--- src/rtl/bsg_manycore_link_to_axil_pkg.sv ---
// Shared constants for the manycore-link / AXI-Lite host bridge.
// Also holds the counter-width helper that the host FIFO serdes uses.
package bsg_manycore_link_to_axil_pkg;

  localparam int mcl_fifo_width_gp    = 128;
  localparam int mcl_word_width_gp    = 32;
  localparam int mcl_words_per_pkt_gp = 4;
  localparam int mcl_num_channels_gp  = 2;

  // Bits needed to hold a count in the range 0..n inclusive.
  function automatic int bsg_width(input int n);
    return $clog2(n + 1);
  endfunction

endpackage

--- src/rtl/bsg_mcl_channel_serdes.sv ---
// One channel of the host FIFO serdes. The assembler packs host words into
// a packet, and the slicer unpacks a packet into host words, word 0 first.
module bsg_mcl_channel_serdes
  import bsg_manycore_link_to_axil_pkg::*;
#(
  parameter  int fifo_width_p = mcl_fifo_width_gp,
  parameter  int word_width_p = mcl_word_width_gp,
  localparam int words_lp     = fifo_width_p / word_width_p,
  localparam int cnt_w_lp     = bsg_width(words_lp)
) (
  input  logic                    clk_i,
  input  logic                    reset_i,
  input  logic                    host_v_i,
  input  logic [word_width_p-1:0] host_data_i,
  output logic                    host_ready_o,
  input  logic                    host_clear_i,
  output logic [cnt_w_lp-1:0]     host_words_o,
  output logic                    fifo_v_o,
  output logic [fifo_width_p-1:0] fifo_data_o,
  input  logic                    fifo_ready_i,
  input  logic                    fifo_v_i,
  input  logic [fifo_width_p-1:0] fifo_data_i,
  output logic                    fifo_ready_o,
  output logic                    rx_v_o,
  output logic [word_width_p-1:0] rx_data_o,
  input  logic                    rx_ready_i,
  output logic [cnt_w_lp-1:0]     rx_words_o
);

  localparam int idx_w_lp = (words_lp > 1) ? $clog2(words_lp) : 1;
  localparam logic [cnt_w_lp-1:0] full_lp = cnt_w_lp'(words_lp);

  logic [cnt_w_lp-1:0]                      r_cnt;
  logic [cnt_w_lp-1:0]                      r_rem;
  logic [words_lp-1:0][word_width_p-1:0]    r_slots;
  logic [words_lp-1:0][word_width_p-1:0]    r_pkt;
  logic                                     w_host_hs;
  logic                                     w_pkt_hs;
  logic                                     w_cap;
  logic                                     w_rx_hs;
  logic [idx_w_lp-1:0]                      w_rd_idx;

  assign host_ready_o = (r_cnt != full_lp);
  assign fifo_v_o     = (r_cnt == full_lp);
  assign fifo_data_o  = r_slots;
  assign host_words_o = r_cnt;

  // A clear suppresses the word written in the same cycle.
  assign w_host_hs = host_v_i & host_ready_o & ~host_clear_i;
  assign w_pkt_hs  = fifo_v_o & fifo_ready_i;

  always_ff @(posedge clk_i or posedge reset_i) begin
    if (reset_i)                        r_cnt <= '0;
    else if (host_clear_i | w_pkt_hs)   r_cnt <= '0;
    else if (w_host_hs)                 r_cnt <= r_cnt + cnt_w_lp'(1);
  end

  // NOTE: payload storage is deliberately unreset; only the counts are
  // architectural, so resetting wide data flops would buy nothing.
  always_ff @(posedge clk_i) begin
    if (w_host_hs) r_slots[idx_w_lp'(r_cnt)] <= host_data_i;
  end

  assign fifo_ready_o = (r_rem == '0);
  assign rx_v_o       = (r_rem != '0);
  assign rx_words_o   = r_rem;
  assign w_cap        = fifo_v_i & fifo_ready_o;
  assign w_rx_hs      = rx_v_o & rx_ready_i;
  assign w_rd_idx     = idx_w_lp'(full_lp - r_rem);
  assign rx_data_o    = r_pkt[w_rd_idx];

  always_ff @(posedge clk_i or posedge reset_i) begin
    if (reset_i)      r_rem <= '0;
    else if (w_cap)   r_rem <= full_lp;
    else if (w_rx_hs) r_rem <= r_rem - cnt_w_lp'(1);
  end

  always_ff @(posedge clk_i) begin
    if (w_cap) r_pkt <= fifo_data_i;
  end

endmodule

--- src/rtl/bsg_mcl_host_fifo_serdes.sv ---
// Host-side word/packet serdes: two independent channels, each converting
// host words to manycore packets and manycore packets back to host words.
module bsg_mcl_host_fifo_serdes
  import bsg_manycore_link_to_axil_pkg::*;
#(
  parameter  int fifo_width_p = mcl_fifo_width_gp,
  parameter  int word_width_p = mcl_word_width_gp,
  localparam int words_lp     = fifo_width_p / word_width_p,
  localparam int cnt_w_lp     = bsg_width(words_lp)
) (
  input  logic                         clk_i,
  input  logic                         reset_i,
  input  logic [1:0]                   host_v_i,
  input  logic [1:0][word_width_p-1:0] host_data_i,
  output logic [1:0]                   host_ready_o,
  input  logic [1:0]                   host_clear_i,
  output logic [1:0][cnt_w_lp-1:0]     host_words_o,
  output logic [1:0]                   fifo_v_o,
  output logic [1:0][fifo_width_p-1:0] fifo_data_o,
  input  logic [1:0]                   fifo_ready_i,
  input  logic [1:0]                   fifo_v_i,
  input  logic [1:0][fifo_width_p-1:0] fifo_data_i,
  output logic [1:0]                   fifo_ready_o,
  output logic [1:0]                   rx_v_o,
  output logic [1:0][word_width_p-1:0] rx_data_o,
  input  logic [1:0]                   rx_ready_i,
  output logic [1:0][cnt_w_lp-1:0]     rx_words_o
);

  for (genvar c = 0; c < 2; c++) begin : g_chan
    bsg_mcl_channel_serdes #(
      .fifo_width_p(fifo_width_p),
      .word_width_p(word_width_p)
    ) u_chan (
      .clk_i       (clk_i),
      .reset_i     (reset_i),
      .host_v_i    (host_v_i[c]),
      .host_data_i (host_data_i[c]),
      .host_ready_o(host_ready_o[c]),
      .host_clear_i(host_clear_i[c]),
      .host_words_o(host_words_o[c]),
      .fifo_v_o    (fifo_v_o[c]),
      .fifo_data_o (fifo_data_o[c]),
      .fifo_ready_i(fifo_ready_i[c]),
      .fifo_v_i    (fifo_v_i[c]),
      .fifo_data_i (fifo_data_i[c]),
      .fifo_ready_o(fifo_ready_o[c]),
      .rx_v_o      (rx_v_o[c]),
      .rx_data_o   (rx_data_o[c]),
      .rx_ready_i  (rx_ready_i[c]),
      .rx_words_o  (rx_words_o[c])
    );
  end

endmodule

--- config.mk ---
export PLATFORM = sky130hd
export DESIGN_NAME = bsg_mcl_host_fifo_serdes
export DESIGN_NICKNAME = d
export VERILOG_FILES = /design/src/rtl/bsg_manycore_link_to_axil_pkg.sv /design/src/rtl/bsg_mcl_channel_serdes.sv /design/src/rtl/bsg_mcl_host_fifo_serdes.sv
export SDC_FILE = /design/constraint.sdc
export NUM_CORES = 1
export LEC_CHECK = 0
export BUFFER_PORTS_ARGS = -buffer_cell sky130_fd_sc_hd__buf_2
export CORE_AREA = 2 2 258 260
export DETAILED_ROUTE_END_ITERATION = 10
export DIE_AREA = 0 0 260 262
export PLACE_DENSITY_LB_ADDON = 0.3
export SLEW_MARGIN = 10
export SYNTH_ARGS = -nofsm -noshare
export SYNTH_HDL_FRONTEND = slang
export SYNTH_SLANG_ARGS = --single-unit
--- constraint.sdc ---
create_clock -name clk_i -period 10.6 [get_ports clk_i]
set_clock_uncertainty 0.05 [all_clocks]
set_input_delay 1.06 -clock clk_i [delete_from_list [all_inputs] [get_ports clk_i]]
set_output_delay 1.06 -clock clk_i [all_outputs]
set_load 0.005 [all_outputs]
# == Yosys cells after proc, flatten, opt, wreduce, memory -nomap -nowiden ==
# Index checks and enable logic that the tools add are counted.
# totals
reg_bits,524
inputBits,332
out_inout_bits,340
word_cells,78
# op_classes
mux,18
n_lt_le_gt_ge,6
eq_ne,4
n_reduce_logical,10
addsub,6
bitwise,14
# op_table
cell,n
$bwmux 128,2
$bmux 32 s2,2
$demux 32 s2,2
$mux 32,4
$mux 3,8
$lt 2x3->1 const B,4
$and 1x1->1,10
$reduce_bool 2->1,4
$add 3x1->3 const B,2
$eq 3x3->1 const B,2
$logic_not 3->1,2
$ne 3x3->1 const B,2
$reduce_bool 3->1,2
$sub 3x1->3 const B,2
$ge 2x1->1 const B,2
$sub 1x2->2 const A,2
$logic_and 1x1->1,2
$not 1->1,2
$or 1x1->1,2

# == Logic depth before layout (Yosys ltp) ==
# depth
depth_word,5
mapped_depth,8

# == Cells and area by module ==
# Synthesis repeated with hierarchy kept, for this count alone.
# unflattened
hier_cells,688
area_unflattened_um2,17884.7
# by_module_without_submodules
mod,area_each_um2,instances,cells_per_inst
bsg_mcl_channel_serdes (g_chan[1].u_chan),8943.6,1,344
bsg_mcl_channel_serdes (g_chan[0].u_chan),8941.1,1,344

# == Worst setup path before layout ==
# Ideal clock, no wire load.
# synth_path
kind,in2reg
start,in fifo_v_i[0]
end,reg g_chan[0].u_chan.r_rem[0]
t_required_ns,10.424
cell_stages,3
setup_slack_ns,5.832
setup_ns,0.126
arrival_time_ns,4.592
cell_sequence,and3b_1 a21oi_1 mux2_2
# synth_via
elab_chain_len,2
word_cells_on_any_way,3
classes_between,mux: 1; bitwise: 1; reduce/logical: 1
# synth_rtl
item,line,rtl
from (decl),bsg_mcl_host_fifo_serdes.sv:21,"input logic [1:0] fifo_v_i,"
$and 1x1->1 (*),bsg_mcl_channel_serdes.sv:67,assign w_cap = fifo_v_i & fifo_ready_o;
$mux 3 / $reduce_bool 2->1 (equally long branches),--,
to (signal assigned),bsg_mcl_channel_serdes.sv:74,else if (w_cap) r_rem <= full_lp;
to (signal assigned),bsg_mcl_channel_serdes.sv:75,else if (w_rx_hs) r_rem <= r_rem - cnt_w_lp'(1);
to (decl),bsg_mcl_channel_serdes.sv:34,logic [cnt_w_lp-1:0] r_rem;
# Every way passes the cells marked *; elsewhere a longest branch is shown, timed or not.
# A chain may end at the register's enable or synchronous reset.

==> results.md <==
- Place WS: 6890 ps
- Pwr/cell area: 225 mW/mm2
- CTS Buf Count: 54
- Overall Global Routing Usage: 0.124
- Drt pass-1 iters: 5
- Lkg Pwr: 9.07 nW
- Mux share of post-synthesis cell area: 0.0833
- Vias: 9551
- Wire per inst: 19.5 um
- Highest Clock Rate: 236 MHz
- Post-Route WL: 45.2 mm
- Via/cell ratio: 4.12
- Overflow after GRT: 0
- Yosys top cell area share: 0.857
- Synth Cell Area: 0.0179 mm2
- Main combinational cell family by area after synthesis: multiplexers
- Final hold vios: 0
- Cells after synthesis: 695
- Crit Path Max Fanout: 35
- First-pass GRT wire length: 62.5 mm
- DP Wirelength: 33.2 mm
- Worst-case reg-to-reg path depth: 5
- Clock Pin Slew Worst Setup and Hold Paths: 60 ps
- Most frequent cells after synthesis: edfxtp_1 (512), mux4_2 (56), inv_1 (15)
- Largest net degree at the start of global routing: 89
- Synth-to-Final Area Change: 33.8%
- Worst VDD drop: 170 uV
- Max Root-Sink Buffers: 3
- Critical Path RT: 9490 ps
- Tcrit/Tclk final: 0.400
- Die W: 260 um
- Adder-cell share of the synthesized area: 0.00837
- Compound-Gate Fraction of Synth Area: 0.00669
- Sw Share: 0.248
- Slew Viols, Final: 0
- I/O Buffers: 671
- Syn avg cell area: 25.8 um2
- Status: finished, final reports clean
- Post-layout nets: 1752
- Final setup vio count: 0
- Comb pwr share: 0.194
- CTS tree: built
- DR iter-0 viols: 640
- Row Count: 94
- Initial antenna violation count: 8
- Hold Path Depth: 1
- CORE AREA: 0.0653 mm2
- Post-CTS Setup Inserts: 0
- Max Cap Viol: 0
- Clock power frac: 0.345
- Xor and xnor fraction of the mapped netlist area: 0
- Max_slew headroom: 0.250
- Cts hold-fix bufs: 0
- Worst Hold Class: register to register
- Post-Synth Simple-Gate Area: 0.0116
- Die Ht: 262 um
- Nature of the critical path endpoint: primary output
- Worst-Margin Slew: 1130 ps
- Number of distinct library cells after synthesis: 25
- Synth area leaders: edfxtp_1 (86%), mux4_2 (7.0%), dfrtp_1 (1.7%), mux4_1 (1.2%), ha_1 (0.84%)
- P_int: 0.00405 W
- Unrepaired setup endpoints after global routing: false
- Worst skew pair latency: 600 ps
- Proportion of layout cells with a drive suffix above 1: 0.571
- Clock sink count: 524
- Setup tns final: 0 ps
- Sequential share of power: 0.460
- GPL Wtd Cong: 0.821
- Crit path arrival time: 3130 ps
- Reg-to-reg slack, setup: 7390 ps
- Initial core utilization: 0.275
- Vias in the first global route: 9919
- CP Class: register to primary output
- Residual DRC: 0
- IO Pins: 672
- Final Worst Setup Slack: 6360 ps
- Final Critical Period: 4240 ps
- Syn. warnings: 0
- Number of synthesized flops with an enable pin: 512
- Die ar.: 0.0681 mm2
- FFs w/ async S/R, synth: 0.0229
- Synthesized flop and latch total: 524
- Post-synthesis sequential area ratio: 0.874
- Post-CTS sizing: 0
- Top FF cell, synth: edfxtp_1
- Syn Nets: 1039
- Count leader, synth: edfxtp_1
- Area leader, netlist: edfxtp_1
- Switch Pwr: 0.00134 W
- H-tree Lvls: 2
- CTS Root Cell: clkbuf_16
- Antenna-violating nets left: 0
- Startpoint types: register
## worst max-delay path: stages, from the launching register on
cell,delay [ps]
dfrtp_2,330
buf_4,550
inv_1,150
ha_1,520
buf_4,440
mux4_2,370
buf_2,150
## through the flow
stage | util | hold slack [ps] | instances | cell area [um2] | total power, W
after floorplan | - | 455 | 695 | 17900 | 0.00319
after global placement | 0.341 | 459 | 2216 | 22200 | 0.00358
after detailed placement | 0.341 | 469 | 2216 | 22200 | 0.00359
after CTS | 0.367 | 498 | 2315 | 24000 | 0.00548
after global routing | 0.368 | 532 | 2320 | 24000 | 0.00563
final | 0.368 | 495 | 2320 | 24000 | 0.00539
## final cells by class
| type | instances | area, um2 |
|---|---|---|
| well taps | 864 | 1080 |
| inverters | 15 | 56.3 |
| multi-input cells | 132 | 1980 |
| clock buffers | 63 | 1390 |
| diodes | 5 | 12.5 |
| repair buffers | 681 | 3430 |
| flip-flops and latches | 524 | 15700 |
| fillers | 6137 | 41300 |
| clock inverters | 36 | 370 |
## state kept, by name, indices dropped and copies added, names as in the netlist
signal and flops:
g_chan.u_chan.host_words_o 6, g_chan.u_chan.rx_words_o 6, g_chan.u_chan.fifo_data_o 256, g_chan.u_chan.r_pkt 256
## cells by family (layout without fill, tap and decap cells)
logic type               Yosys count  in the layout
AO/OA/AOI/OAI                     18             18
adder cells (fa/ha/maj)           12             12
multiplexers                      66             66
flip-flops                       524            524
AND/OR/NAND/NOR                   36             36
other                              0              5
buffers and inverters             39            795
## layout by cell type, fill, tap and decap left out
master / synthesis / layout
a211oi_1: 2 / 2
a21bo_2: 2 / 2
a21oi_1: 8 / 8
a22o_1: 2 / 2
a31oi_1: 2 / 2
and2_1: 12 / 8
and2_2: 0 / 4
and3b_1: 4 / 2
and3b_4: 0 / 2
buf_2: 6 / 671
buf_4: 8 / 10
bufinv_16: 0 / 6
clkbuf_1: 2 / 9
clkbuf_16: 0 / 54
clkinv_1: 0 / 12
clkinv_2: 0 / 10
clkinv_8: 0 / 1
clkinvlp_4: 0 / 4
dfrtp_1: 12 / 10
dfrtp_2: 0 / 2
diode_2: 0 / 5
edfxtp_1: 512 / 512
ha_1: 12 / 12
inv_1: 15 / 15
inv_16: 0 / 2
inv_6: 0 / 1
mux2_2: 2 / 2
mux4_1: 8 / 8
mux4_2: 56 / 56
nand2_1: 4 / 4
nand2b_1: 2 / 2
nand3_1: 10 / 10
nor2_1: 2 / 2
o211ai_1: 2 / 2
or2_2: 2 / 2
## layer usage
layer	vias to the layer above	GRT usage	routed length, um
met1	4702	0.127	15100
met2	456	0.230	24400
met5	-	0	27
met4	4	0.0473	1180
li1	4315	-	-
met3	74	0.0448	4380
## worst paths after layout
kind | startpoint | endpoint
worst max register to register | g_chan[0].u_chan.rx_words_o[0] | g_chan[0].u_chan.r_pkt[38]
max in group asynchronous | reset_i | g_chan[1].u_chan.rx_words_o[0]
worst max-delay path | g_chan[1].u_chan.rx_words_o[0] | rx_data_o[62]
min in group asynchronous | reset_i | g_chan[0].u_chan.rx_words_o[2]
worst min-delay path | g_chan[0].u_chan.rx_words_o[1] | g_chan[0].u_chan.rx_words_o[1]
worst min register to register | g_chan[0].u_chan.rx_words_o[1] | g_chan[0].u_chan.rx_words_o[1]
## power by group through the flow
stage | clock [W] | sequential (W) | combinational, W
after global placement | 0 | 0.00252 | 0.00106
final | 0.00186 | 0.00248 | 0.00105
after floorplan | 0 | 0.00253 | 0.000660
after detailed placement | 0 | 0.00253 | 0.00107
after global routing | 0.00200 | 0.00249 | 0.00114
after CTS | 0.00192 | 0.00248 | 0.00107
Note: power is estimated with default switching activity, not from simulation.
